[src/rtl/fnd_pkg.sv]
// rtl/fnd_pkg.sv - shared segment codes and helpers for the FND time display
//
// Purpose: common constants for the four-digit seven-segment time display.
//   SEG_TABLE   : active-low segment codes for digits 0..9, dp off (bit7 = dp, bits6:0 = g..a)
//   FND_BLANK   : all segments off
//   FND_DP_MASK : AND mask that lights the decimal point
//   seg_code()  : digit -> segment code, blank for non-decimal nibbles
//   clamp99()   : saturate a 7-bit value at 99
//   conv_state_t: states of the sequential binary-to-BCD converter
package fnd_pkg;

  localparam logic [7:0] SEG_TABLE [10] = '{
    8'hC0, 8'hF9, 8'hA4, 8'hB0, 8'h99,
    8'h92, 8'h82, 8'hF8, 8'h80, 8'h90
  };

  localparam logic [7:0] FND_BLANK   = 8'hFF;
  localparam logic [7:0] FND_DP_MASK = 8'h7F;

  // One shift per input bit.
  localparam int BCD_STEPS = 7;

  typedef enum logic [1:0] {
    CV_IDLE  = 2'd0,
    CV_SHIFT = 2'd1,
    CV_LATCH = 2'd2
  } conv_state_t;

  function automatic logic [7:0] seg_code(input logic [3:0] digit);
    if (digit > 4'd9) begin
      return FND_BLANK;
    end
    return SEG_TABLE[digit];
  endfunction

  function automatic logic [6:0] clamp99(input logic [6:0] value);
    return (value > 7'd99) ? 7'd99 : value;
  endfunction

endpackage

[src/rtl/bin2bcd_seq.sv]
// rtl/bin2bcd_seq.sv - sequential shift-add-3 binary to two-digit BCD converter
//
// Purpose: converts a 7-bit binary value (0..99) into tens/ones BCD digits.
//   i_clk, i_reset : clock, synchronous active-high reset
//   i_start        : one-cycle pulse, loads i_bin and (re)starts a conversion
//   i_bin          : binary value to convert
//   o_busy         : conversion in progress
//   o_done         : one-cycle pulse when o_tens/o_ones have been updated
//   o_tens, o_ones : converted digits, updated together 8 cycles after i_start
module bin2bcd_seq
  import fnd_pkg::*;
(
  input  logic       i_clk,
  input  logic       i_reset,
  input  logic       i_start,
  input  logic [6:0] i_bin,
  output logic       o_busy,
  output logic       o_done,
  output logic [3:0] o_tens,
  output logic [3:0] o_ones
);

  localparam logic [2:0] STEP_LAST = 3'(BCD_STEPS - 1);

  conv_state_t state_q;
  conv_state_t state_n;
  logic [2:0]  step_q;
  // {tens, ones, remaining binary bits}
  logic [14:0] sr_q;
  logic [14:0] sr_adj;
  logic [14:0] sr_shift;

  always_ff @(posedge i_clk) begin
    if (i_reset) begin
      state_q <= CV_IDLE;
    end else begin
      state_q <= state_n;
    end
  end

  // A start pulse always wins so a fresh capture restarts the conversion.
  always_comb begin
    state_n = state_q;
    if (i_start) begin
      state_n = CV_SHIFT;
    end else begin
      case (state_q)
        CV_IDLE:  state_n = CV_IDLE;
        CV_SHIFT: if (step_q == STEP_LAST) state_n = CV_LATCH;
        CV_LATCH: state_n = CV_IDLE;
        default:  state_n = CV_IDLE;
      endcase
    end
  end

  // Add 3 to any BCD nibble >= 5 before the shift so it carries correctly.
  always_comb begin
    sr_adj = sr_q;
    if (sr_adj[10:7] >= 4'd5) sr_adj[10:7] = sr_adj[10:7] + 4'd3;
    if (sr_adj[14:11] >= 4'd5) sr_adj[14:11] = sr_adj[14:11] + 4'd3;
    sr_shift = {sr_adj[13:0], 1'b0};
  end

  always_ff @(posedge i_clk) begin
    if (i_reset) begin
      sr_q   <= '0;
      step_q <= '0;
      o_tens <= '0;
      o_ones <= '0;
      o_done <= 1'b0;
    end else begin
      o_done <= 1'b0;
      if (i_start) begin
        sr_q   <= {8'd0, i_bin};
        step_q <= '0;
      end else begin
        case (state_q)
          CV_SHIFT: begin
            sr_q   <= sr_shift;
            step_q <= step_q + 3'd1;
          end
          CV_LATCH: begin
            o_tens <= sr_q[14:11];
            o_ones <= sr_q[10:7];
            o_done <= 1'b1;
          end
          default: ;
        endcase
      end
    end
  end

  assign o_busy = (state_q != CV_IDLE);

endmodule

[src/rtl/fnd_time_display.sv]
// rtl/fnd_time_display.sv - multiplexed four-digit SS.HH countdown display driver
//
// Purpose: scans four common-anode digits, showing a per-frame snapshot of
// seconds and hundredths; blinks the display while the snapshot is 00.00.
//   i_clk, i_reset : clock, synchronous active-high reset
//   i_sec, i_msec  : remaining seconds / hundredths (values above 99 show as 99)
//   o_fnd_com      : active-low digit enables, bit0 = rightmost digit
//   o_fnd_font     : active-low segments, bit7 = dp, bits6:0 = g..a
//   o_zero         : high while the displayed snapshot is 00.00
module fnd_time_display
  import fnd_pkg::*;
#(
  parameter int P_SCAN_DIV     = 100000,
  parameter int P_BLINK_FRAMES = 125
) (
  input  logic       i_clk,
  input  logic       i_reset,
  input  logic [6:0] i_sec,
  input  logic [6:0] i_msec,
  output logic [3:0] o_fnd_com,
  output logic [7:0] o_fnd_font,
  output logic       o_zero
);

  localparam int SCAN_W  = (P_SCAN_DIV > 1) ? $clog2(P_SCAN_DIV) : 1;
  localparam int BLINK_W = (P_BLINK_FRAMES > 1) ? $clog2(P_BLINK_FRAMES) : 1;
  localparam logic [SCAN_W-1:0]  SCAN_LAST  = SCAN_W'(P_SCAN_DIV - 1);
  localparam logic [BLINK_W-1:0] BLINK_LAST = BLINK_W'(P_BLINK_FRAMES - 1);

  logic [SCAN_W-1:0]  scan_cnt;
  logic [1:0]         digit_idx;
  logic               scan_tc;
  logic               frame_tick;
  logic [6:0]         sec_snap;
  logic [6:0]         msec_snap;
  logic               conv_start;
  logic               sec_busy, msec_busy;
  logic               sec_done, msec_done;
  logic [3:0]         sec_tens, sec_ones;
  logic [3:0]         msec_tens, msec_ones;
  logic [BLINK_W-1:0] blink_cnt;
  logic               blink_off;
  logic [3:0]         com_n;
  logic [7:0]         font_n;

  assign scan_tc    = (scan_cnt == SCAN_LAST);
  assign frame_tick = scan_tc && (digit_idx == 2'd3);

  always_ff @(posedge i_clk) begin
    if (i_reset) begin
      scan_cnt  <= '0;
      digit_idx <= '0;
    end else if (scan_tc) begin
      scan_cnt  <= '0;
      digit_idx <= digit_idx + 2'd1;
    end else begin
      scan_cnt  <= scan_cnt + 1'b1;
    end
  end

  // Inputs are only looked at on the frame boundary; the converters start
  // from the snapshot one cycle later.
  always_ff @(posedge i_clk) begin
    if (i_reset) begin
      sec_snap   <= '0;
      msec_snap  <= '0;
      conv_start <= 1'b0;
    end else begin
      conv_start <= frame_tick;
      if (frame_tick) begin
        sec_snap  <= clamp99(i_sec);
        msec_snap <= clamp99(i_msec);
      end
    end
  end

  bin2bcd_seq u_sec_bcd (
    .i_clk   (i_clk),
    .i_reset (i_reset),
    .i_start (conv_start),
    .i_bin   (sec_snap),
    .o_busy  (sec_busy),
    .o_done  (sec_done),
    .o_tens  (sec_tens),
    .o_ones  (sec_ones)
  );

  bin2bcd_seq u_msec_bcd (
    .i_clk   (i_clk),
    .i_reset (i_reset),
    .i_start (conv_start),
    .i_bin   (msec_snap),
    .o_busy  (msec_busy),
    .o_done  (msec_done),
    .o_tens  (msec_tens),
    .o_ones  (msec_ones)
  );

  // Zero is judged on the converted digits, so it tracks what is displayed
  // rather than the raw inputs. A completion superseded by a restart is ignored.
  always_ff @(posedge i_clk) begin
    if (i_reset) begin
      o_zero <= 1'b0;
    end else if (sec_done && msec_done && !sec_busy && !msec_busy) begin
      o_zero <= (sec_tens == 4'd0) && (sec_ones == 4'd0) &&
                (msec_tens == 4'd0) && (msec_ones == 4'd0);
    end
  end

  // Blink phase only runs while zero is shown; otherwise held in the on phase.
  always_ff @(posedge i_clk) begin
    if (i_reset || !o_zero) begin
      blink_cnt <= '0;
      blink_off <= 1'b0;
    end else if (frame_tick) begin
      if (blink_cnt == BLINK_LAST) begin
        blink_cnt <= '0;
        blink_off <= ~blink_off;
      end else begin
        blink_cnt <= blink_cnt + 1'b1;
      end
    end
  end

  always_comb begin
    font_n = FND_BLANK;
    case (digit_idx)
      2'd0: font_n = seg_code(msec_ones);
      2'd1: font_n = seg_code(msec_tens);
      2'd2: font_n = seg_code(sec_ones) & FND_DP_MASK;
      2'd3: font_n = (sec_tens == 4'd0) ? FND_BLANK : seg_code(sec_tens);
      default: font_n = FND_BLANK;
    endcase
    com_n = ~(4'b0001 << digit_idx);
    if (o_zero && blink_off) begin
      com_n = 4'b1111;
    end
  end

  always_ff @(posedge i_clk) begin
    if (i_reset) begin
      o_fnd_com  <= 4'b1111;
      o_fnd_font <= FND_BLANK;
    end else begin
      o_fnd_com  <= com_n;
      o_fnd_font <= font_n;
    end
  end

endmodule

[config.mk]
export PLATFORM = sky130hd
export DESIGN_NAME = fnd_time_display
export DESIGN_NICKNAME = d
export VERILOG_FILES = /design/src/rtl/fnd_pkg.sv /design/src/rtl/bin2bcd_seq.sv /design/src/rtl/fnd_time_display.sv
export SDC_FILE = /design/constraint.sdc
export NUM_CORES = 1
export LEC_CHECK = 0
export BUFFER_PORTS_ARGS = -buffer_cell sky130_fd_sc_hd__buf_2
export CAP_MARGIN = 20
export CORE_ASPECT_RATIO = 1.2
export CORE_MARGIN = 2
export CORE_UTILIZATION = 30
export CTS_CLUSTER_SIZE = 10
export DETAILED_ROUTE_END_ITERATION = 6
export GPL_TIMING_DRIVEN = 1
export SYNTH_ARGS = -nofsm -noshare
export SYNTH_HDL_FRONTEND = slang
export SYNTH_SLANG_ARGS = --single-unit
[constraint.sdc]
create_clock -name i_clk -period 2.17 [get_ports i_clk]
set_input_delay 0.434 -clock i_clk [delete_from_list [all_inputs] [get_ports i_clk]]
set_output_delay 0.434 -clock i_clk [all_outputs]
set_load 0.02 [all_outputs]
After elaboration in Yosys (flattened, before gate mapping)
Memories as Yosys holds them, arrays and structs flattened.
Index checks and enable logic that the tools add are counted.
Widths: inputs -> output; s select.
{"block": "word_totals", "ff_bits": 113, "romBits": 512, "inputBits": 16, "out_inout_bits": 13, "wordCells": 150, "memories": 4}
{"name": "(name not given)", "depth": 16, "word_bits": 8, "read_ports": 1, "rd_clocked_by_memory_dff": 0, "write_ports": 0, "line_no": "fnd_pkg.sv:33", "text": "return SEG_TABLE[digit];"}
{"name": "(name not given)", "depth": 16, "word_bits": 8, "read_ports": 1, "rd_clocked_by_memory_dff": 0, "write_ports": 0, "line_no": "fnd_pkg.sv:33"}
{"name": "(name not given)", "depth": 16, "word_bits": 8, "read_ports": 1, "rd_clocked_by_memory_dff": 0, "write_ports": 0, "line_no": "fnd_pkg.sv:33"}
{"name": "(name not given)", "depth": 16, "word_bits": 8, "read_ports": 1, "rd_clocked_by_memory_dff": 0, "write_ports": 0, "line_no": "fnd_pkg.sv:33"}
{"block": "classes", "n_addsub": 9, "order_cmp": 14, "eq_ne": 13, "shifts": 1, "muxes": 45, "bitwise": 9, "n_reduce_logical": 29}
{"cell": "$mux 8", "n": 13}
{"cell": "$mux 7", "n": 11}
{"cell": "$pmux 8 s4", "n": 1}
{"cell": "$ge 5x5->1 const B", "n": 4}
{"cell": "$not 4->5", "n": 4}
{"cell": "$add 17x1->17 const B", "n": 1}
{"cell": "$eq 17x17->1 const B", "n": 1}
{"cell": "$ge 4x3->1 const B", "n": 4}
{"cell": "$gt 4x4->1 const B", "n": 4}
{"cell": "$logic_not 4->1", "n": 4}
{"cell": "$mux 1", "n": 16}
{"cell": "$gt 7x7->1 const B", "n": 2}
{"cell": "$add 4x2->4 const B", "n": 2}
{"cell": "$eq 2x2->1 const B", "n": 4}
{"cell": "$logic_and 1x1->1", "n": 8}
{"cell": "$mux 4", "n": 2}
{"cell": "$reduce_bool 2->1", "n": 4}
{"cell": "$add 7x1->7 const B", "n": 1}
{"cell": "$eq 7x7->1 const B", "n": 1}
{"cell": "$add 3x1->3 const B", "n": 2}
{"cell": "$add 3x2->3 const B", "n": 2}
{"cell": "$eq 2x1->1 const B", "n": 3}
{"cell": "$eq 3x3->1 const B", "n": 2}
{"cell": "$mux 3", "n": 2}
{"cell": "other kinds (11)", "n": 22}

Longest topological paths before layout
Gate-level depths: netlist (run 1).
{"block": "logic_depth", "depth_word": 7, "mapped_depth": 9, "ltp_nobuf": 7}

Modules after synthesis
Synthesis (run 1) repeated with hierarchy kept, for this count alone.
{"block": "unflattened", "hier_cells": 692, "hier_area_um2": 5848.1}
{"mod": "fnd_time_display", "instances": 1, "cells_each": 396, "area_per_inst_um2": 3258.1, "seq_area_each_um2": 1101.1}
{"mod": "bin2bcd_seq", "instances": 2, "cells_each": 148, "area_per_inst_um2": 1295.0, "seq_area_each_um2": 580.6}

Worst setup path after synthesis (run 1)
No wires, ideal clock.
{"block": "synth_timing", "path_kind": "register to register", "startpoint": "register scan_cnt[0]", "endpoint": "register blink_cnt[0]", "setup_time_ps": 131, "arrival_time_ps": 2037, "t_required_ps": 2039, "path_slack_ps": 2, "path_stages_with_launch": 9, "path_buffers": 2, "period_less_slack_ps": 2168, "cell_sequence": "dfxtp_1 ha_1 and3_1 clkbuf_1 nand3_1 or3_4 buf_2 o21bai_1 nor2_1"}
{"block": "synth_between", "elab_chain_len": 2}
{"element": "start, declared", "line_no": "fnd_time_display.sv:30", "text": "logic [SCAN_W-1:0] scan_cnt;"}
{"element": "start signal, assigned", "line_no": "fnd_time_display.sv:57", "text": "scan_cnt <= scan_cnt + 1'b1;"}
{"element": "$eq 17x17->1", "line_no": "fnd_time_display.sv:46", "text": "assign scan_tc = (scan_cnt == SCAN_LAST);"}
{"element": "$logic_and 1x1->1", "line_no": "fnd_time_display.sv:47", "text": "assign frame_tick = scan_tc && (digit_idx == 2'd3);"}
{"element": "end signal, assigned", "line_no": "fnd_time_display.sv:120", "text": "blink_cnt <= blink_cnt + 1'b1;"}
{"element": "end, declared", "line_no": "fnd_time_display.sv:41", "text": "logic [BLINK_W-1:0] blink_cnt;"}
Every way passes these cells.
A chain may end at the register's enable or synchronous reset.

Worst setup path after layout (run 1)
{"block": "layout_timing", "startpoint": "register scan_cnt[13]", "endpoint": "register blink_cnt[5]"}
The elaborated chain is that of the path after synthesis.

==> results of run 1 <==
[registers in the layout, indices dropped and copies added, names as in the netlist, 3 cells and up]
register,cells
o_fnd_font,8
u_msec_bcd.sr_q,15
u_sec_bcd.o_tens,4
u_msec_bcd.o_tens,4
u_sec_bcd.sr_q,15
sec_snap,7
u_sec_bcd.o_ones,4
o_fnd_com,4
u_msec_bcd.step_q,3
u_sec_bcd.step_q,3
u_msec_bcd.o_ones,4
msec_snap,7
scan_cnt,17
blink_cnt,7
[cell usage in the layout (no fill, tap or decap), types with 3 or more instances in the layout]
cell type / count
xnor2_1: 21
and3_1: 6
a22oi_1: 5
xor2_1: 10
o221ai_1: 4
o311ai_0: 3
nand2b_1: 11
nor3b_1: 4
nand3b_1: 4
o21bai_1: 3
nor4_1: 6
clkinv_2: 5
nand3_1: 21
buf_2: 28
buf_4: 14
bufinv_16: 5
a32oi_1: 3
nand4_1: 5
o21ai_0: 29
dfxtp_1: 112
clkbuf_16: 17
inv_1: 30
mux2i_1: 10
nor2b_1: 7
and2_1: 4
nor3_1: 19
or2_2: 3
ha_1: 41
nand2_1: 96
nor2_1: 105
a21oi_1: 78
[stage by stage]
| stage | util (%) | area (sq um) | setup slack, ns | hold WS [ns] | power [mW] |
|---|---|---|---|---|---|
| 3_3_place_gp | 32.9 | 5970 | 0.0786 | 0.440 | 2.23 |
| 2_1_floorplan | - | 5560 | 0.00243 | 0.430 | 2.19 |
| 4_1_cts | 36.3 | 6600 | 0.0354 | 0.257 | 5.20 |
| 5_1_grt | 36.3 | 6600 | 0.00670 | 0.271 | 5.31 |
| 6_report | 36.3 | 6600 | 0.0552 | 0.274 | 5.13 |
| 3_5_place_dp | 32.9 | 5970 | 0.0526 | 0.446 | 2.23 |
[cells by family (layout without fill, tap and decap cells)]
| logic type | Yosys count | after routing | share of synthesized area [%] |
|---|---|---|---|
| multiplexers | 10 | 10 | 1.80 |
| flip-flops | 113 | 113 | 40.7 |
| AND/OR/NAND/NOR | 300 | 300 | 24.5 |
| XOR/XNOR | 31 | 31 | 4.88 |
| buffers and inverters | 69 | 106 | 4.86 |
| adder cells (fa/ha/maj) | 41 | 41 | 9.22 |
| AO/OA/AOI/OAI | 138 | 138 | 14.1 |
[area by class of cell]
type	count	area, sq um	area share [%]
Clock inverter	12	190	2.88
Multi-Input combinational cell	520	3030	45.9
Timing Repair Buffer	44	285	4.32
Clock buffer	19	433	6.56
Sequential cell	113	2260	34.3
Tap cell	224	280	4.25
Inverter	31	116	1.76
[cell usage after synthesis, types with 2 or more instances]
library cell and instances:
a211oi_1 2, nor4_1 6, nand2b_1 11, o221ai_1 4, a21oi_1 78, nand3b_1 4
nand2_1 96, nand4_1 5, buf_2 3, buf_1 4, xor2_1 10, nor3b_1 4
and3_1 6, nor3_1 19, ha_1 41, a22oi_1 5, nor2_1 105, or2_2 3
o21ai_0 29, and2_1 4, a31oi_1 2, nor2b_1 7, nand3_1 21, or4_4 2
inv_1 30, dfxtp_1 113, mux2i_1 10, a32oi_1 3, or3b_2 2, o21bai_1 3
o311ai_0 3, clkbuf_1 30, xnor2_1 21
[worst paths after layout]
kind	start	to	slack, ns	depth (start not counted)
min	i_sec[6]	sec_snap[6]$_SDFFE_PP0P_	0.27	3
max reg2reg	scan_cnt[13]$_SDFF_PP0_	blink_cnt[5]$_SDFFE_PP0P_	0.06	5
max	scan_cnt[13]$_SDFF_PP0_	blink_cnt[5]$_SDFFE_PP0P_	0.06	5
min reg2reg	u_msec_bcd.sr_q[6]$_SDFFE_PP0P_	u_msec_bcd.sr_q[7]$_SDFFE_PP0P_	0.45	2
[layer usage]
| layer | part of all wire, % | up-vias | wire length, microns |
|---|---|---|---|
| li1 | - | 2417 | - |
| met4 | 2.6 | 0 | 295 |
| met5 | 0 | - | 0 |
| met2 | 45 | 72 | 5110 |
| met3 | 3.7 | 22 | 420 |
| met1 | 49 | 2067 | 5540 |
[worst register-to-register path, cell delays in order (launching register included)]
cell and delay [ns]:
dfxtp_1 0.33, or2b_1 0.24, or4_4 0.42, or3_4 0.41, or4_4 0.52, a21oi_2 0.14
[power by group through the flow]
stage          registers [mW]  clock network, mW  logic [mW]
3_3_place_gp             2.14                  0      0.0907
4_1_cts                  2.09               3.02      0.0907
2_1_floorplan            2.15                  0      0.0433
5_1_grt                  2.09               3.12      0.0994
3_5_place_dp             2.14                  0      0.0896
6_report                 2.10               2.95      0.0883
==> run summary, run 1 <==
drt total wl: 11400 microns
largest net degree at the start of global routing: 48
CTS sink count: 113
root buf cell: clkbuf_16
vias in the first global route: 4199
Syn Nets: 759
height of the die: 153 microns
Area Overhead vs Synth: 18.6%
filler cell count in the final layout: 1865
Final Critical Period: 2.11 ns
Synth cell types: 49
total grt overflow: 0
CTS hold repair buffers: 0
Total Routing Usage GR: 12.4%
share of layout cells above drive strength 1: 11.4%
FP Rows: 54
GP Congestion: 0.873
Cell Pwr Density: 778 nW/um^2
area leader, netlist: dfxtp_1
hold crit path type: input pin to flop
overall die width: 128 microns
Top delay family on crit path: simple AND/OR/NAND/NOR gates
Mapped Avg Cell Area: 7.92 sq um
setup TNS: 0 ns
post-CTS sizing: 0
Ys Warns: 0
cell count after synthesis: 702
number of synthesized flops with an enable pin: 0
CP bufs+invs: 0
top_reg_cell synth: dfxtp_1
Core ar.: 18200 sq um
post-detail-place hpwl: 7920 microns
P_int: 4.13 mW
post-synthesis cell area: 5560 sq um
io pins: 29
post-layout net count: 784
CTS tree: yes
via count: 4578
clk_skew: 0.00730 ns
crit path DAT: 2.46 ns
dpl cells: 932
status: completed
Reg power frac: 40.8%
Slew Limit Fails: 0
Worst Path Max Fanout: 4
most used cell, CP: or4_4
Top Usage Layer GRT: met2
RSZ-0062 raised after global routing: false
Startpoint Class: flop
Seq/Total Area, Yosys: 40.7%
period utilization: 97.5%
clock slew seen by the registers of the worst setup and hold paths: 0.05 ns
non-filler cells, final: 963
CP Capture Type: flop
crit path max-delay cell type: or4_4
clock share of power: 57.5%
crit path cell chain: or2b_1 -> or4_4 -> or3_4 -> or4_4 -> a21oi_2
Die ar.: 19600 sq um
async set-reset flop share out of synthesis: 0%
met2 Use GR: 19.2%
drt wl/cell: 11.8 microns
PortBufs: 28
initial antenna violation count: 0
CP Class: flop to flop
combinational share of power: 1.7%
max_slew headroom: 54.3%
Worst-Skew Late Latency: 0.42 ns
met1 Use GR: 15.7%
H-tree depth: 4
Max stage delay on crit path: 0.52 ns
largest vdd supply drop: 0.562 mV
Initial Util: 30.6%
M3 GR Usage: 3.36%
Final Hold Fails: 0
Max Cap Viol: 0
CTS Buffer Depth: 2
Yosys top cell area share: 40.7%
Static Leak: 2.42 nW
vias per inst: 4.75
NetSw: 1.00 mW
final setup fails: 0
# DRC: 0
Fmax: 473 MHz
initial DRC count: 214
ant diodes: 0
Routed Antenna Nets: 0
first-pass GRT wire length: 19700 microns
Req. time, crit path: 2.52 ns
switching share of total power: 19.5%
Least-Margin Pin Slew: 0.686 ns
drt pass-1 iters: 4
Yosys reg bits: 113
clock buffer count from CTS: 17
cells taking the most area after synthesis: dfxtp_1 (41%), ha_1 (9.2%), nor2_1 (7.1%)
setup bufs post-CTS: 0
(Power assumes the default switching activity.)
==> inputs of run 2 (changes only) <==
--- a/config.mk
+++ b/config.mk
@@ -13,6 +13,8 @@
 export CTS_CLUSTER_SIZE = 10
 export DETAILED_ROUTE_END_ITERATION = 6
 export GPL_TIMING_DRIVEN = 1
+export RECOVER_POWER = 50
 export SYNTH_ARGS = -nofsm -noshare
 export SYNTH_HDL_FRONTEND = slang
+export SYNTH_HIERARCHICAL = 1
 export SYNTH_SLANG_ARGS = --single-unit
==> run 2 against run 1 <==
  * Critical path depth unchanged
  * Highest routed layer unchanged
  * First-iteration DRC count is 25% higher
  * Power is 6.6% lower
  * Clock skew decreased by 0.0026 ns
  * Largest power group unchanged
  * Sequential power hardly changed
  * Setup slack got worse by 0.026 ns
  * Largest cell class unchanged
  * Sequential cell count stayed put
  * Critical endpoint is now blink_off$_SDFFE_PP0P_
==> run summary, run 2 <==
status: completed
most common cell in the netlist: dfxtp_1
post-place setup slack: 0.0273 ns
vias per inst: 5.01
fin worst setup slack: 0.0292 ns
first-pass GRT wire length: 22100 microns
post-layout net count: 786
share of layout cells above drive strength 1: 12.5%
crit path launch: scan_cnt[6]$_SDFF_PP0_
RSZ-0062 raised after global routing: true
Post-Synth XOR/XNOR Area: 3.00%
Worst-Skew Late Latency: 0.41 ns
Final Hold Fails: 0
CTS sink count: 113
Core ar.: 19000 sq um
Least-Margin Pin Slew: 0.758 ns
crit path DAT: 2.50 ns
# DRC: 0
number of synthesized flops with an enable pin: 0
setup bufs post-CTS: 0
Req. time, crit path: 2.53 ns
crit path max-delay cell type: or4_4
drt pass-1 iters: 6
max_slew headroom: 49.5%
height of the die: 157 microns
max reg flops: 17
Syn Nets: 749
Initial Util: 30.8%
CP Capture Type: flop
Yosys reg bits: 113
most frequent cells in the layout: dfxtp_1 (112), nor2_1 (72), nand2_1 (55), inv_1 (42), ha_1 (41)
Area Overhead vs Synth: 18.9%
main combinational cell family by area after synthesis: simple AND/OR/NAND/NOR gates
CP Class: flop to flop
Compound-Gate Fraction of Synth Area: 18.2%
initial antenna violation count: 0
hold crit path type: input pin to flop
cell count after synthesis: 692
PortBufs: 28
clock buffer count from CTS: 17
Static Leak: 2.39 nW
Routed Antenna Nets: 0
Slew Limit Fails: 0
Finished Core Util: 36.6%
worst hold start: i_sec[5]
vias in the first global route: 4725
area leader, netlist: dfxtp_1
Ys Warns: 6
total grt overflow: 0
Tot Pwr: 4.80 mW
crit path cell chain: or4b_4 -> or4_4 -> buf_12 -> or3_4 -> a21oi_2
commonest cells in the synthesized netlist: dfxtp_1 (113), nor2_1 (71), nand2_1 (55)
largest net degree at the start of global routing: 33
R2R setup slack: 0.03 ns
Cell Pwr Density: 690 nW/um^2
largest register by flop count: scan_cnt
Mapped Avg Cell Area: 8.45 sq um
via count: 5004
drt total wl: 13000 microns
CTS Buffer Depth: 2
commonest non-fill, non-tap cell in the layout: dfxtp_1
Largest regs: scan_cnt x17, u_msec_bcd/sr_q x15, u_sec_bcd/sr_q x15
io pins: 29
H-tree depth: 4
post-synthesis cell area: 5850 sq um
Seq/Total Area, Yosys: 38.7%
Startpoint Class: flop
largest vdd supply drop: 0.475 mV
Max stage delay on crit path: 0.60 ns
Total Routing Usage GR: 13.1%
CTS tree: yes
overall die width: 131 microns
Post-Synth Adder-Cell Area: 8.77%
post-detail-place hpwl: 8990 microns
ant diodes: 0
root buf cell: clkbuf_16
clk_skew: 0.00467 ns
multiplexer share of the synthesized area: 2.91%
Synth cell types: 58
launch point of the worst reg-to-reg path: scan_cnt[6]$_SDFF_PP0_
cells taking the most area after synthesis: dfxtp_1 (39%), ha_1 (8.8%), nor2_1 (4.6%)
async set-reset flop share out of synthesis: 0%
simple-gate portion of the synthesized area: 22.9%
final setup fails: 0
Worst Path Max Fanout: 7
drt wl/cell: 13.0 microns
Yosys top cell area share: 38.7%
Max Cap Viol: 0
clock slew seen by the registers of the worst setup and hold paths: 0.06 ns
Final Critical Period: 2.14 ns
GP Congestion: 0.824
post-CTS sizing: 0
FP Rows: 55
period utilization: 98.7%
Die ar.: 20600 sq um
CTS hold repair buffers: 0
top_reg_cell synth: dfxtp_1
initial DRC count: 267
Fmax: 467 MHz
run 2: changes by cell type in the layout (fill, tap and decap cells not counted), sizes merged, moves of 13 or more:
cell / before / now
a21oi: 79 / 43
clkbuf: 19 / 38
a311oi: 0 / 13
nand4: 5 / 23
nor2: 105 / 73
inv: 31 / 44
nor3: 19 / 6
nand2: 96 / 55
run 2: critical path: cells and delay by family (launching register included):
kind	cells	cell delay, ns
AND/OR/NAND/NOR	3	1.48
flip-flops	1	0.31
buffers and inverters	1	0.17
AO/OA/AOI/OAI	1	0.11
run 2: cell families (layout without fill, tap and decap cells):
| family | count (synthesis) | after routing |
|---|---|---|
| and+or+nand+nor | 262 | 262 |
| AOI/OAI and AO/OA | 159 | 159 |
| DFF | 113 | 113 |
| buffers and inverters | 80 | 130 |
| adders and majority gates | 41 | 41 |
| xor gates and xnor gates | 20 | 20 |
| muxes | 17 | 17 |
run 2: layout make-up:
cell class	instances	area (sq um)
sequential	113	2260
clock buffer	19	443
fill	2012	12000
timing repair buffer	56	345
tap	256	320
clock inverter	13	113
multi-input combinational	499	3310
inverter	42	158
run 2: stage by stage:
stage / hold slack [ns] / setup TNS [ns] / instances / cell area [sq um]
floorplan: 0.426 / 0 / 692 / 5850
CTS: 0.294 / 0 / 998 / 6940
finish: 0.312 / 0 / 998 / 6960
global placement: 0.441 / 0 / 966 / 6390
detailed placement: 0.449 / 0 / 966 / 6390
global route: 0.296 / -0.163 / 998 / 6960
run 2: layer usage:
metal	part of all wire (%)	global-route usage, %	vias up
li1	-	-	2554
met1	48	16.5	2325
met2	46	21.1	116
met3	4.6	4.03	9
met4	1.1	5.07	0
met5	0	0	-
run 2: power breakdown:
group          internal, mW  total (mW)  leakage, nW  switching, mW
logic                0.0419       0.117         1.20         0.0755
registers              2.09        2.09        0.914        0.00379
clock network          1.60        2.59        0.269          0.989
run 2: worst paths after layout:
check        depth (start not counted)                         to
max                                  5     blink_off$_SDFFE_PP0P_
min                                  3   sec_snap[5]$_SDFFE_PP0P_
max reg2reg                          5     blink_off$_SDFFE_PP0P_
min reg2reg                          1  blink_cnt[6]$_SDFFE_PP0P_
